**src/rtl/alu_packet_sequencer.sv**
```systemverilog
// Packet sequencer between UART RX/TX byte streams and a 32-bit accumulator.
// Parses opcode/count/operand packets, folds operands by add or shift-add multiply, returns 4 result bytes.
//
// state | meaning
// HDR0  | idle, waiting for opcode byte
// HDR1  | reserved header byte
// HDR2  | operand count low byte
// HDR3  | operand count high byte, decides the next phase
// OPND  | collecting 4 operand bytes, LSB first
// EXEC  | folding operand into accumulator
// RESP  | returning accumulator bytes 0..3
// DRAIN | discarding the operands of an unknown opcode
module alu_packet_sequencer #(
    parameter logic [7:0] OPC_ADD  = 8'h10,
    parameter logic [7:0] OPC_MUL  = 8'h11,
    parameter int         MUL_BITS = 32
) (
    input  logic       clk_i,
    input  logic       rst_i,
    input  logic [7:0] rx_data_i,
    input  logic       rx_valid_i,
    output logic       rx_ready_o,
    output logic [7:0] tx_data_o,
    output logic       tx_valid_o,
    input  logic       tx_ready_i,
    output logic       busy_o,
    output logic       bad_opcode_o
);
    localparam int MCW = (MUL_BITS > 1) ? $clog2(MUL_BITS) : 1;

    typedef enum logic [2:0] {HDR0, HDR1, HDR2, HDR3, OPND, EXEC, RESP, DRAIN} state_t;

    state_t          r_state;
    state_t          w_state_nxt;
    logic [7:0]      r_opcode;
    logic [7:0]      r_n_lo;
    logic [15:0]     r_cnt;
    logic [17:0]     r_drain;
    logic [31:0]     r_acc;
    logic [31:0]     r_op;
    logic [31:0]     r_mcand;
    logic [MCW-1:0]  r_mul_cnt;
    logic [1:0]      r_k;
    logic            r_rx_ready;
    logic            r_tx_valid;
    logic            r_bad;

    logic            w_rx_xfer;
    logic            w_tx_xfer;
    logic            w_is_add;
    logic            w_is_mul;
    logic            w_exec_done;
    logic [15:0]     w_n;
    logic [31:0]     w_opnd;
    logic [7:0]      w_tx_byte;

    assign w_rx_xfer   = r_rx_ready & rx_valid_i;
    assign w_tx_xfer   = r_tx_valid & tx_ready_i;
    assign w_is_add    = (r_opcode == OPC_ADD);
    assign w_is_mul    = (r_opcode == OPC_MUL);
    assign w_exec_done = w_is_add || (r_mul_cnt == '0);
    assign w_n         = {rx_data_i, r_n_lo};
    assign w_opnd      = {rx_data_i, r_op[31:8]};

    always_comb begin
        w_tx_byte = r_acc[7:0];
        case (r_k)
            2'd1:    w_tx_byte = r_acc[15:8];
            2'd2:    w_tx_byte = r_acc[23:16];
            2'd3:    w_tx_byte = r_acc[31:24];
            default: w_tx_byte = r_acc[7:0];
        endcase
    end

    always_comb begin
        w_state_nxt = r_state;
        case (r_state)
            HDR0:  if (w_rx_xfer) w_state_nxt = HDR1;
            HDR1:  if (w_rx_xfer) w_state_nxt = HDR2;
            HDR2:  if (w_rx_xfer) w_state_nxt = HDR3;
            HDR3: begin
                if (w_rx_xfer) begin
                    if (w_is_add || w_is_mul)
                        w_state_nxt = (w_n == 16'd0) ? RESP : OPND;
                    else
                        w_state_nxt = (w_n == 16'd0) ? HDR0 : DRAIN;
                end
            end
            OPND:  if (w_rx_xfer && r_k == 2'd3) w_state_nxt = EXEC;
            EXEC:  if (w_exec_done) w_state_nxt = (r_cnt == 16'd0) ? RESP : OPND;
            RESP:  if (w_tx_xfer && r_k == 2'd3) w_state_nxt = HDR0;
            DRAIN: if (w_rx_xfer && r_drain == 18'd1) w_state_nxt = HDR0;
            default: w_state_nxt = HDR0;
        endcase
    end

    always_ff @(posedge clk_i or posedge rst_i) begin
        if (rst_i) begin
            r_state    <= HDR0;
            r_opcode   <= '0;
            r_n_lo     <= '0;
            r_cnt      <= '0;
            r_drain    <= '0;
            r_acc      <= '0;
            r_op       <= '0;
            r_mcand    <= '0;
            r_mul_cnt  <= '0;
            r_k        <= '0;
            r_rx_ready <= 1'b0;
            r_tx_valid <= 1'b0;
            r_bad      <= 1'b0;
        end else begin
            r_state    <= w_state_nxt;
            // Handshake outputs follow the next state so they are valid the cycle the state is entered.
            r_rx_ready <= (w_state_nxt inside {HDR0, HDR1, HDR2, HDR3, OPND, DRAIN});
            r_tx_valid <= (w_state_nxt == RESP);
            r_bad      <= 1'b0;
            case (r_state)
                HDR0: if (w_rx_xfer) r_opcode <= rx_data_i;
                HDR2: if (w_rx_xfer) r_n_lo <= rx_data_i;
                HDR3: begin
                    if (w_rx_xfer) begin
                        r_cnt   <= w_n;
                        r_drain <= {w_n, 2'b00};
                        r_acc   <= w_is_mul ? 32'd1 : 32'd0;
                        r_bad   <= !(w_is_add || w_is_mul);
                    end
                end
                OPND: begin
                    if (w_rx_xfer) begin
                        r_op <= w_opnd;
                        r_k  <= r_k + 2'd1;
                        if (r_k == 2'd3) begin
                            r_cnt     <= r_cnt - 16'd1;
                            r_mcand   <= r_acc;
                            r_mul_cnt <= MCW'(MUL_BITS - 1);
                            // The accumulator becomes the partial product for the shift-add pass.
                            if (w_is_mul) r_acc <= '0;
                        end
                    end
                end
                EXEC: begin
                    if (w_is_add) begin
                        r_acc <= r_acc + r_op;
                    end else begin
                        if (r_op[0]) r_acc <= r_acc + r_mcand;
                        r_mcand <= {r_mcand[30:0], 1'b0};
                        r_op    <= {1'b0, r_op[31:1]};
                        if (r_mul_cnt != '0) r_mul_cnt <= r_mul_cnt - 1'b1;
                    end
                end
                RESP:  if (w_tx_xfer) r_k <= r_k + 2'd1;
                DRAIN: if (w_rx_xfer) r_drain <= r_drain - 18'd1;
                default: ;
            endcase
        end
    end

    assign rx_ready_o   = r_rx_ready;
    assign tx_valid_o   = r_tx_valid;
    assign tx_data_o    = r_tx_valid ? w_tx_byte : 8'h00;
    assign busy_o       = (r_state != HDR0);
    assign bad_opcode_o = r_bad;

endmodule

```
**config.mk**
```make
export PLATFORM = sky130hd
export DESIGN_NAME = alu_packet_sequencer
export DESIGN_NICKNAME = d
export VERILOG_FILES = /design/src/rtl/alu_packet_sequencer.sv
export SDC_FILE = /design/constraint.sdc
export NUM_CORES = 1
export LEC_CHECK = 0
export CORE_AREA = 2 2 137 139
export DETAILED_ROUTE_END_ITERATION = 6
export DIE_AREA = 0 0 139 141
export HOLD_SLACK_MARGIN = 0.02
export PLACE_DENSITY = 0.74
export SYNTH_ARGS = -nofsm -noshare
export SYNTH_HDL_FRONTEND = slang
export SYNTH_SLANG_ARGS = --single-unit
```
**constraint.sdc**
```tcl
create_clock -name clk_i -period 5.4 [get_ports clk_i]
set_input_delay 0.81 -clock clk_i [delete_from_list [all_inputs] [get_ports clk_i]]
set_output_delay 0.81 -clock clk_i [all_outputs]
set_load 0.05 [all_outputs]
```
* Word level (Yosys, flattened, before mapping)
Index checks and enable logic that the tools add are counted.
Operators by class: bitwise logic cells 2, add/subtract/negate cells 6, muxes and demuxes 47, equal/unequal tests 28, reduce and logical (&&, ||, !) cells 28
Operators with widths (number):
- two-way mux 32 bit | 11
- one-hot mux 32 bit (2 select lines) | 2
- one-hot mux 32 bit (3 select lines) | 1
- adder 32 bit | 2
- two-way mux 16 bit | 3
- two-way mux 18 bit | 2
- one-hot mux 18 bit (2 select lines) | 1
- logical NOT 16 bit | 2
- one-hot mux 16 bit (2 select lines) | 1
- two-way mux 3 bit | 10
- one-hot mux 3 bit (8 select lines) | 1
- one-hot mux 8 bit (3 select lines) | 1
- equality test 3 bit, second input constant | 7
- two-way mux 5 bit | 4
- equality test 18 x 1 -> 1 bit, second input constant | 1
- subtractor 18 x 1 -> 18 bit, second input constant | 1
- equality test 8 x 5 -> 1 bit, second input constant | 2
- != test 2 bit, second input constant | 8
- subtractor 16 x 1 -> 16 bit, second input constant | 1
- equality test 3 x 2 -> 1 bit, second input constant | 4
- one-hot mux 5 bit (2 select lines) | 1
- AND reduction 3 bit | 3
- two-way mux 2 bit | 4
- two-way mux 8 bit | 1
- 22 further kinds | 37
Storage, ports and cells: output and inout bits 12, input port bits 12, register bits after elaboration 159, word-level logic and storage cells 124

* Longest topological paths before layout
depth in word-level cells 7, mapped depth 16, mapped depth without buffers 15

* Worst setup path after synthesis
Ideal clock, no wire load.
path type register -> register, start reg r_opcode[3], end reg r_acc[29], clock period less this slack 3773 ps, buffers on the path 2, setup time 124 ps, arrival 3649 ps, setup slack 1627 ps, required time 5276 ps, stages on the path, launching flop included 16, path through dfrtp_1 or4b_4 or3_1 clkbuf_1 clkbuf_1 nand2_1 nand2_1 ha_1 o211ai_1 o21ai_0 a31oi_1 o21ai_1 o21ai_0 o21ai_1 a21bo_2 a211o_1
Between the ends: word-level cells in the longest chain between the ends 3, elaborated cells between the ends (all ways) 7, those cells by class eq/ne (4); mux (2); reduce/logical (1)
Ends and longest elaborated chain:
- start: declaration | line 35 | logic [7:0] r_opcode;
- start signal: assignment | line 119 | HDR0: if (w_rx_xfer) r_opcode <= rx_data_i;
- equality test 8 x 5 -> 1 bit (on tied branches) | line 59, 60
- != test 3 bit (no line), or another cell as far along
- AND reduction 6 bit (no line) or one-hot mux 32 bit (3 select lines) (tied branches)
- end signal: assignment | line 125 | r_acc <= w_is_mul ? 32'd1 : 32'd0;
- end signal: assignment | line 144 | r_acc <= r_acc + r_op;
- end signal: assignment | line 146 | if (r_op[0]) r_acc <= r_acc + r_mcand;
- end: declaration | line 39 | logic [31:0] r_acc;
Several ways; a longest one is shown, not always the timed one. A chain may end at the register's enable or synchronous reset.

* Final worst setup path
start reg r_opcode[3], end reg r_acc[30]
The elaborated chain is that of the path after synthesis.

==> metrics <==
RSZ-0062 raised after global routing false; Pleak 4.73 nW; DRC 0; Area Overhead vs Synth 9.42%; worst-path maximum fanout 18; Seq/Total Area, Yosys 40.3%; Post-Layout Cell Count 1,485; class of the worst hold path register to register; largest net degree at the start of global routing 97; core area 18,300 sq um; crit share post-route 80.3%; Clock Latency Late Sink 0.44 ns; cts hold-fix bufs 0; Final nets 1,300; GR Util All Layers 28.1%; Final ANT Viol Nets 0; post-synthesis cell type count 64; post-synthesis register bit count 159; Die W 139 um; share of cells above drive strength 1 5.68%; status completed; Cell Rows 50; n_diodes 0; dominant cells by area after synthesis dfrtp_1 (40%), nand2_1 (12%), ha_1 (6.2%), o21ai_0 (5.3%), nor2_1 (4.7%); Fmax 231 MHz; Max-Cap Viols 0; Primary FF master, synth dfrtp_1; Clock Path Buffers 2; IO buf count 23; Setup CP Type register to register; Synth warnings 0; Cell Pwr Density 707 nW/um^2; most area-hungry cell type in the Yosys netlist dfrtp_1; vias per inst 6.10; Peak supply drop 0.367 mV; Post-Syn Instances 1,258; io pins 24; Synth top area share 40.3%; via count 9,057; Initial Utilization 54.0%; Required @ worst endpoint 5.72 ns; TNS Setup 0 ns; Final Max Slew Viols 0; clk sinks 159; Syn Nets 1,320; Die Span Y 141 um; first-pass GRT wire length 44,300 um; post-layout min period 4.33 ns; syn_area_per_cell 7.85 sq um; Setup Buffers After CTS 0; overall routed net length 26,700 um; post_cts resized 0; GP Congestion 0.992; post-DP HPWL 18,700 um; initial antenna violation count 0; clk root buf clkbuf_16; Startpoint Class register; maximum level of the CTS H-tree 4; CTS tree yes; drt first pass iters 7; Hold Fails Final Rpt 0; Inst Count DP 1,453; Tightest Pin Transition 1.09 ns; CP endpoint kind register; crit path DAT 4.65 ns; Hold WS 0.484 ns; clock-pin slew on the worst setup and hold paths 0.07 ns; Async S/R FF share, synth 100%; WL/cell 18.0 um; CTS buffer count 17; DR iter-0 viols 945; grt ovf 0; Clock Skew 0.0164 ns; relative slew slack 27.2%; area of the die 19,600 sq um; vias in the first global route 8,443; synthesized cell area 9870 sq um; Setup Viol. Count Final 0; EDFF count, synth 0
==> registers in the layout (all words and copies together), names as in the netlist <==
name and flops:
r_acc 32, r_mcand 32, r_op 32, r_drain 18
r_cnt 16, r_n_lo 8, r_opcode 8, r_mul_cnt 5
r_state 3, r_k 2, bad_opcode_o 1, rx_ready_o 1
tx_valid_o 1
==> synthesized netlist by cell type, types with 7 or more instances <==
master	n
nand3_1	25
nand4_1	10
a21o_1	12
dfrtp_1	159
and3_1	11
o21ai_0	105
mux2_2	16
o22ai_1	8
xnor2_1	12
inv_1	30
a31oi_1	64
ha_1	49
xor2_1	19
nor2_1	124
nand2_1	313
o31ai_1	7
a21oi_1	81
clkbuf_1	63
or3_1	12
nor4_1	9
nand2b_1	7
and2_1	13
nor3_1	26
a222oi_1	8
==> cell type report <==
type | instances | area, sq um
Clock buffer | 19 | 443
Multi-Input combinational cell | 996 | 5530
Inverter | 30 | 118
Clock inverter | 13 | 129
Sequential cell | 159 | 3980
Timing Repair Buffer | 34 | 313
Fill cell | 1667 | 7470
Tap cell | 234 | 293
==> placed cells by master, fill, tap and decap left out, types with 12 or more instances in the layout <==
cell               n
nor3_1            26
nor2_1           123
a31oi_1           64
inv_1             29
nand2_1          313
mux2_2            16
clkdlybuf4s50_1   23
a21o_1            12
ha_1              49
a21oi_1           81
xnor2_1           12
xor2_1            19
or3_1             12
clkbuf_16         17
nand3_1           25
dfrtp_1          159
and2_1            13
o21ai_0          105
==> worst max-delay path, cell delays in order (launching register included) <==
cell,delay [ns]
dfrtp_1,0.38
or4b_4,0.57
nor3_4,0.54
o21ai_0,0.17
ha_1,0.24
inv_1,0.08
fa_1,0.21
nor2b_1,0.06
o21ai_1,0.17
a21oi_1,0.13
o31ai_1,0.72
o21ai_1,0.29
a31oi_1,0.38
o21a_1,0.19
o211ai_1,0.09
==> per-stage QoR <==
stage | power [mW] | setup WS (ns) | cell area, sq um | util [%]
2_1_floorplan | 5.37 | 0.298 | 9870 | -
3_3_place_gp | 6.30 | 1.25 | 10200 | 56.0
3_5_place_dp | 6.39 | 1.17 | 10200 | 56.0
4_1_cts | 7.60 | 1.15 | 10800 | 59.1
5_1_grt | 8.32 | 0.745 | 10800 | 59.1
6_report | 7.64 | 1.07 | 10800 | 59.1
==> kinds of logic (layout without fill, tap and decap cells) <==
kind of cell / count (synthesis) / count (layout) / share of synthesized area, %
adder cells (fa/ha/maj): 50 / 50 / 6.41
buffers and inverters: 103 / 96 / 4.03
multiplexers: 18 / 18 / 2.03
flip-flops: 159 / 159 / 40.3
AND/OR/NAND/NOR: 568 / 568 / 24.7
AO/OA/AOI/OAI: 329 / 329 / 19.8
XOR/XNOR: 31 / 31 / 2.75
==> power breakdown <==
part / internal, mW / switching [mW] / total [mW]
logic: 1.56 / 2.51 / 4.07
registers: 1.75 / 0.633 / 2.38
clock network: 0.656 / 0.534 / 1.19
==> final timing paths <==
path | startpoint | to | slack (ns) | cells after the start
worst min register to register | r_cnt[12] | r_cnt[12] | 0.48 | 2
max in group asynchronous | rst_i | r_op[2] | 3.40 | 3
worst max register to register | r_opcode[3] | r_acc[30] | 1.07 | 14
worst min-delay path | r_cnt[12] | r_cnt[12] | 0.48 | 2
min in group asynchronous | rst_i | r_acc[26] | 0.93 | 2
worst max-delay path | r_opcode[3] | r_acc[30] | 1.07 | 14
==> layer usage <==
| metal | GRT usage (%) | up-vias | wire, um |
|---|---|---|---|
| met1 | 38.8 | 4310 | 11700 |
| met5 | 0 | - | 0 |
| li1 | - | 4354 | - |
| met2 | 45.0 | 338 | 12600 |
| met3 | 4.82 | 55 | 1610 |
| met4 | 9.94 | 0 | 756 |
Note: power is estimated with default switching activity, not from simulation.
